## src/rtl/gpio_key_debounce.sv

```systemverilog
// Eight-channel active-low key input block: 2-flop synchroniser, per-channel
// debounce FSM with counter, registered press/release pulses and key encoder.
module gpio_key_debounce #(
  parameter int unsigned N_KEYS          = 8,
  parameter int unsigned DEBOUNCE_CYCLES = 2000000,
  parameter int unsigned CNT_W           = 21
) (
  input  logic              clk,
  input  logic              rst_n,
  input  logic [N_KEYS-1:0] key_n,
  output logic [N_KEYS-1:0] key_level,
  output logic [N_KEYS-1:0] key_press,
  output logic [N_KEYS-1:0] key_release,
  output logic              key_valid,
  output logic [2:0]        key_code
);

  localparam int unsigned     CODE_W   = 3;
  localparam logic [CNT_W-1:0] CNT_LAST = CNT_W'(DEBOUNCE_CYCLES - 1);

  typedef enum logic [1:0] {
    IDLE_UP   = 2'd0,
    WAIT_DOWN = 2'd1,
    IDLE_DOWN = 2'd2,
    WAIT_UP   = 2'd3
  } state_t;

  logic [N_KEYS-1:0] sync1;
  logic [N_KEYS-1:0] sync2;
  logic [N_KEYS-1:0] s;

  state_t           state    [N_KEYS];
  state_t           state_nx [N_KEYS];
  logic [CNT_W-1:0] cnt      [N_KEYS];
  logic [CNT_W-1:0] cnt_nx   [N_KEYS];

  logic [N_KEYS-1:0] level_nx;
  logic [N_KEYS-1:0] press_nx;
  logic [N_KEYS-1:0] release_nx;
  logic [CODE_W-1:0] code_nx;

  // Two-flop synchroniser; pins idle high so the chain resets to "released".
  always_ff @(posedge clk or negedge rst_n) begin
    if (!rst_n) begin
      sync1 <= '1;
      sync2 <= '1;
    end else begin
      sync1 <= key_n;
      sync2 <= sync1;
    end
  end

  assign s = ~sync2;

  // Per-channel state, counter and registered outputs.
  always_ff @(posedge clk or negedge rst_n) begin
    if (!rst_n) begin
      for (int k = 0; k < int'(N_KEYS); k++) begin
        state[k] <= IDLE_UP;
        cnt[k]   <= '0;
      end
      key_level   <= '0;
      key_press   <= '0;
      key_release <= '0;
    end else begin
      for (int k = 0; k < int'(N_KEYS); k++) begin
        state[k] <= state_nx[k];
        cnt[k]   <= cnt_nx[k];
      end
      key_level   <= level_nx;
      key_press   <= press_nx;
      key_release <= release_nx;
    end
  end

  // Debounce decisions: a level change is accepted only after the sampled
  // input has disagreed with it for DEBOUNCE_CYCLES consecutive edges.
  always_comb begin
    level_nx   = key_level;
    press_nx   = '0;
    release_nx = '0;
    for (int k = 0; k < int'(N_KEYS); k++) begin
      state_nx[k] = state[k];
      cnt_nx[k]   = cnt[k];
      case (state[k])
        IDLE_UP: begin
          if (s[k]) begin
            state_nx[k] = WAIT_DOWN;
            cnt_nx[k]   = CNT_W'(1);
          end
        end
        WAIT_DOWN: begin
          if (!s[k]) begin
            state_nx[k] = IDLE_UP;
            cnt_nx[k]   = '0;
          end else if (cnt[k] == CNT_LAST) begin
            state_nx[k] = IDLE_DOWN;
            cnt_nx[k]   = '0;
            level_nx[k] = 1'b1;
            press_nx[k] = 1'b1;
          end else begin
            cnt_nx[k] = cnt[k] + CNT_W'(1);
          end
        end
        IDLE_DOWN: begin
          if (!s[k]) begin
            state_nx[k] = WAIT_UP;
            cnt_nx[k]   = CNT_W'(1);
          end
        end
        WAIT_UP: begin
          if (s[k]) begin
            state_nx[k] = IDLE_DOWN;
            cnt_nx[k]   = '0;
          end else if (cnt[k] == CNT_LAST) begin
            state_nx[k]   = IDLE_UP;
            cnt_nx[k]     = '0;
            level_nx[k]   = 1'b0;
            release_nx[k] = 1'b1;
          end else begin
            cnt_nx[k] = cnt[k] + CNT_W'(1);
          end
        end
        default: begin
          state_nx[k] = IDLE_UP;
          cnt_nx[k]   = '0;
        end
      endcase
    end
  end

  // Priority encoder: the lowest pressed channel wins, otherwise hold.
  always_comb begin
    code_nx = key_code;
    for (int k = int'(N_KEYS) - 1; k >= 0; k--) begin
      if (key_press[k]) code_nx = CODE_W'(k);
    end
  end

  always_ff @(posedge clk or negedge rst_n) begin
    if (!rst_n) begin
      key_valid <= 1'b0;
      key_code  <= '0;
    end else begin
      key_valid <= |key_press;
      key_code  <= code_nx;
    end
  end

endmodule

```

## config.mk

```make
export PLATFORM = sky130hd
export DESIGN_NAME = gpio_key_debounce
export DESIGN_NICKNAME = d
export VERILOG_FILES = /design/src/rtl/gpio_key_debounce.sv
export SDC_FILE = /design/constraint.sdc
export NUM_CORES = 1
export LEC_CHECK = 0
export CORE_ASPECT_RATIO = 0.5
export CORE_MARGIN = 4
export CORE_UTILIZATION = 51
export CTS_CLUSTER_DIAMETER = 60
export DETAILED_ROUTE_END_ITERATION = 7
export PLACE_DENSITY = 0.71
export SETUP_SLACK_MARGIN = 0.15
export SYNTH_ARGS = -nofsm -noshare
export SYNTH_HDL_FRONTEND = slang
export SYNTH_SLANG_ARGS = --single-unit
```

## constraint.sdc

```tcl
create_clock -name clk -period 2.18 [get_ports clk]
set_input_delay 0.327 -clock clk [delete_from_list [all_inputs] [get_ports clk]]
set_output_delay 0.327 -clock clk [all_outputs]
set_load 0.05 [all_outputs]
```

* Word level (Yosys, flattened, before mapping)
Index checks and enable logic that the tools add are counted.
** Word-level totals
- Output and inout port bits :: 28
- Register bits :: 228
- Logic and storage cells :: 369
** Operators by class
- Bitwise gates (word level) :: 1
- Multiplexer cells :: 192
- Add/sub/neg operators :: 8
- Reductions and logical operators :: 42
- Eq/ne operators :: 96
** Operator list (count)
- 2-to-1 mux 21 bit :: 40
- case mux 21 bit (4 select lines) :: 8
- adder 21 x 1 -> 21 bit, second input constant :: 8
- == test 21 bit, second input constant :: 8
- 2-to-1 mux 2 bit :: 48
- != test 2 bit, second input constant :: 48
- 2-to-1 mux 1 bit :: 72
- case mux 2 bit (4 select lines) :: 8
- != test 3 bit, second input constant :: 16
- AND reduction 5 bit :: 8
- == test 2 bit, second input constant :: 16
- AND reduction 4 bit :: 8
- 2-to-1 mux 3 bit :: 8
- == test 2 x 1 -> 1 bit, second input constant :: 8
- logical NOT 2 bit :: 8
- case mux 1 bit (2 select lines) :: 8
- AND reduction 2 bit :: 8
- nonzero test 2 bit :: 8
- NOT 8 bit :: 1
- nonzero test 8 bit :: 1
- OR reduction 8 bit :: 1

* Longest topological paths before layout
- Depth in word-level cells :: 8
- Mapped depth :: 8
- Depth with buffers taken out :: 6

* Worst setup path after synthesis
OpenSTA, ideal clock, no wires.
- Path type :: register to register
- From :: register cnt[21] in the netlist's numbering
- To :: register cnt[41] in the netlist's numbering
- Buffers on the path :: 1
- Cell stages (with the launch flop) :: 8
- Required time :: 2.055 ns
- Period minus slack after synthesis :: 1.989 ns
- Slack :: 0.191 ns
- Data arrival time :: 1.864 ns
- Cell sequence :: dfrtp_1 -> ha_1 -> nand4_1 -> or3_1 -> clkbuf_1 -> nor4_1 -> o21ai_0 -> mux2_2
** On the way
- Word-level cells in the longest chain between the ends :: 4
- Elaborated cells between the ends (all ways) :: 6
** Ends and longest elaborated chain
- start: declaration :: RTL line 34 : logic [CNT_W-1:0] cnt [N_KEYS];
- start signal: indexed assignment :: RTL line 68 : cnt[k] <= cnt_nx[k];
- adder 21 x 1 -> 21 bit / == test 21 bit (equally long branches)
- 2-to-1 mux 21 bit (*) :: RTL line 96, 115
- 2-to-1 mux 21 bit, on equally long branches :: RTL line 112, 93
- case mux 21 bit (4 select lines) (*) :: RTL line 85 : case (state[k])
Mark *: on every way between the ends. The rest lies on a longest branch, timed or not.
A chain may end at the register's enable or synchronous reset.

* Worst setup path in the final report
- From :: register cnt[137] in the netlist's numbering
- To :: register cnt[137] in the netlist's numbering
Same word-level chain as after synthesis.

==> flow_summary.toml <==
[grt]
grt_pass1_vias = 9847
grt.total_usage_pct = 21.5
grt_max_degree = 59
grt_pass1_wl_um = 47300
overflow = 0
antenna_found_initial = 0

[synth]
synth-edff-count = 0
syn_area_um2 = 11800
synth.avg_cell_area_um2 = 9.36
postSynthCellCount = 1258
synthArstFlopShare_pct = 100
yosysWarningCount = 0
synth-seq-cells = 228
synthTopCellsByArea = "dfrtp_1, a31oi_1, a21oi_1"
synth_ff_type = "dfrtp_1"
synth.distinct_cells = 63
syn_nets = 1276
synth_top_area_share_pct = 45.0
synth_area_leader_cell = "dfrtp_1"
ys_seq_area_share_pct = 48.6

[die]
fp.dieH_um = 115
row_count = 38
die_area_um2 = 25700
ios = 38
die_w_um = 223
coreArea_um2 = 22200
start_util_pct = 53.2

[cells_and_area]
drive_gt1_share_pct = 19.0
fillers = 1763
area_delta_synth_final_pct = 23.8
fin_cells = 1717
final_nets = 1419
final_common_cell = "dfrtp_1"
antennaDiodeCount = 0
final_cell_mix = "dfrtp_1, nand2_1, buf_4"

[placed_design]
gp_congestion = 0.865
portBuffers = 37
pre_cts_slack_ps = -202
place_inst = 1638
post-dp-hpwl_um = 18600

[detailed_routing]
first_pass_iters = 5
vias = 10500
antenna_left = 0
wl_um = 28600
post_drt_wl_per_cell_um = 16.7
viasPerCell = 6.12
drc = 0
drt_iter0_drc = 889

[critical_path]
cp.arrival_ps = 2460
max_stage_delay_ps = 570
crit_chain = "or4_4, nor4_4, a21oi_4, buf_12, a41oi_1, a31oi_1"
crit_path_end_kind = "register"
crit_cells = 6
reg2reg_to = "cnt[137]"
rrSetupSlack_ps = 100
cp_top_family = "simple AND/OR/NAND/NOR gates"
path_max_fanout = 15
crit_buf_inv = 1
rr_startpoint = "cnt[137]"
worstSetupPathType = "reg -> reg"
worstSetupStartpointType = "register"
crit_slowest_cell = "or4_4"
r2r_cells = 6
crit_required_ps = 2560

[cts]
clockRootBuffer = "clkbuf_16"
cts_max_level = 1
numCtsBuffers = 22
cts_tree = "built"
clk_path_buf_depth = 3
cts.sinks = 228
clkLatencyLatePin_ps = 530
clk_pin_slew_ps = 70

[min_path]
hp-start = "key_n[5]"
whs_path_depth = 1
min_path_type = "in -> reg"
worstHoldEndpoint = "sync1[5]"

[sta]
min_period_over_period_pct = 95.3
hold_viol = 0
min_period_ps = 2080
slew_headroom_pct = 53.6
fmax_ghz = 0.481
skew_ps = 23.4
tightestPinTransition_ps = 693
setup_ws_ps = 102
rsz0062_at_grt = "yes"
finalSetupViolCount = 0
drv_slew = 0

[run]
max-cap-violations = 0

[power_and_ir_drop]
p_leak_nw = 6.18
vdd_ir_drop_max_v = 0.000699
powerDensity_nw_per_um2 = 786

[status]
status = "finished, final reports clean"
power breakdown:
group	switching (mW)	internal, mW
Sequential	0.277	4.46
Clock	1.67	2.83
Combinational	1.36	0.869
Total	3.31	8.15
state kept, by name, indices dropped and copies added, names as in the netlist, named ones only:
name,flops
key_level,8
key_code,3
sync2,8
cnt,168
sync1,8
key_press,8
key_valid,1
state,8
key_release,8
cells in the mapped netlist, drive strengths merged (2+ instances only):
cell type    n
a21boi       3
a21o        19
a21oi      105
a22o        22
a2bb2oi      3
a31oi       95
a41oi       27
and2        16
and3        25
and4         7
buf         21
clkbuf      31
dfrtp      212
dfstp       16
ha           8
inv         34
mux2i       19
nand2      132
nand2b      21
nand3       80
nand3b       5
nand4       42
nand4b       6
nand4bb      4
nor2        73
nor2b        3
nor3        39
nor4        32
nor4b        6
o21a         8
o21ai       71
o22a         2
o31ai        8
o41ai        2
or2          9
or2b         3
or3          8
or4          7
or4b         5
xnor2       11
xor2         5
kinds of logic (layout without fill, tap and decap cells):
kind of cell,count (synthesis),after routing,synth area share [%]
AO/OA/AOI/OAI,374,378,19.9
XOR/XNOR,16,16,1.19
adder cells (fa/ha/maj),8,8,0.850
buffers and inverters,86,241,3.25
flip-flops,228,228,48.6
multiplexers,20,20,1.71
AND/OR/NAND/NOR,526,526,24.5
how the worst max path moves through the flow:
stage	to	from	slack (ps)
after global placement	cnt[159]	cnt[147]	-6
after detailed placement	cnt[164]	cnt[147]	-200
after global routing	cnt[137]	cnt[137]	10
after CTS	cnt[129]	cnt[138]	150
after floorplan	cnt[41]	cnt[21]	190
final	cnt[137]	cnt[137]	100
through the flow:
step           utilization (%)  TNS (ps)  hold WS (ps)  power, mW  instance area, um^2
2_1_floorplan                -         0          31.4       6.11                11800
3_3_place_gp              58.9     -17.1           285       6.64                13000
3_5_place_dp              58.9     -1290           293       6.75                13000
4_1_cts                   63.3         0           194       11.3                14000
5_1_grt                   65.8         0           194       12.0                14600
6_report                  65.8         0           211       11.5                14600
repair_timing:
action                                 in CTS  in global routing
setup buffers                               8                 23
pin swaps                                   5                 22
endpoints found under the hold margin      52                  0
hold buffers                                1                  0
setup endpoints to repair                  61                119
gates cloned                                2                  5
gates resized for setup                    26                 73
routing by layer:
| metal | wire length (um) | global-route usage, % | vias to the layer above |
|---|---|---|---|
| met2 | 13700 | 36.6 | 272 |
| met1 | 13100 | 29.5 | 5134 |
| met4 | 564 | 5.70 | 0 |
| li1 | - | - | 5043 |
| met5 | 0 | 0 | - |
| met3 | 1290 | 3.29 | 54 |
final cells by class:
cell class                      instances  area, um^2  share of cell area (%)
Clock buffer                           29         618                    4.24
Multi-Input combinational cell        948        6030                    41.4
Inverter                               34         128                   0.875
Sequential cell                       228        5730                    39.3
Clock inverter                         11         230                    1.58
Timing Repair Buffer                  167        1460                    10.0
Tap cell                              300         375                    2.57
Note: power is estimated with default switching activity, not from simulation.
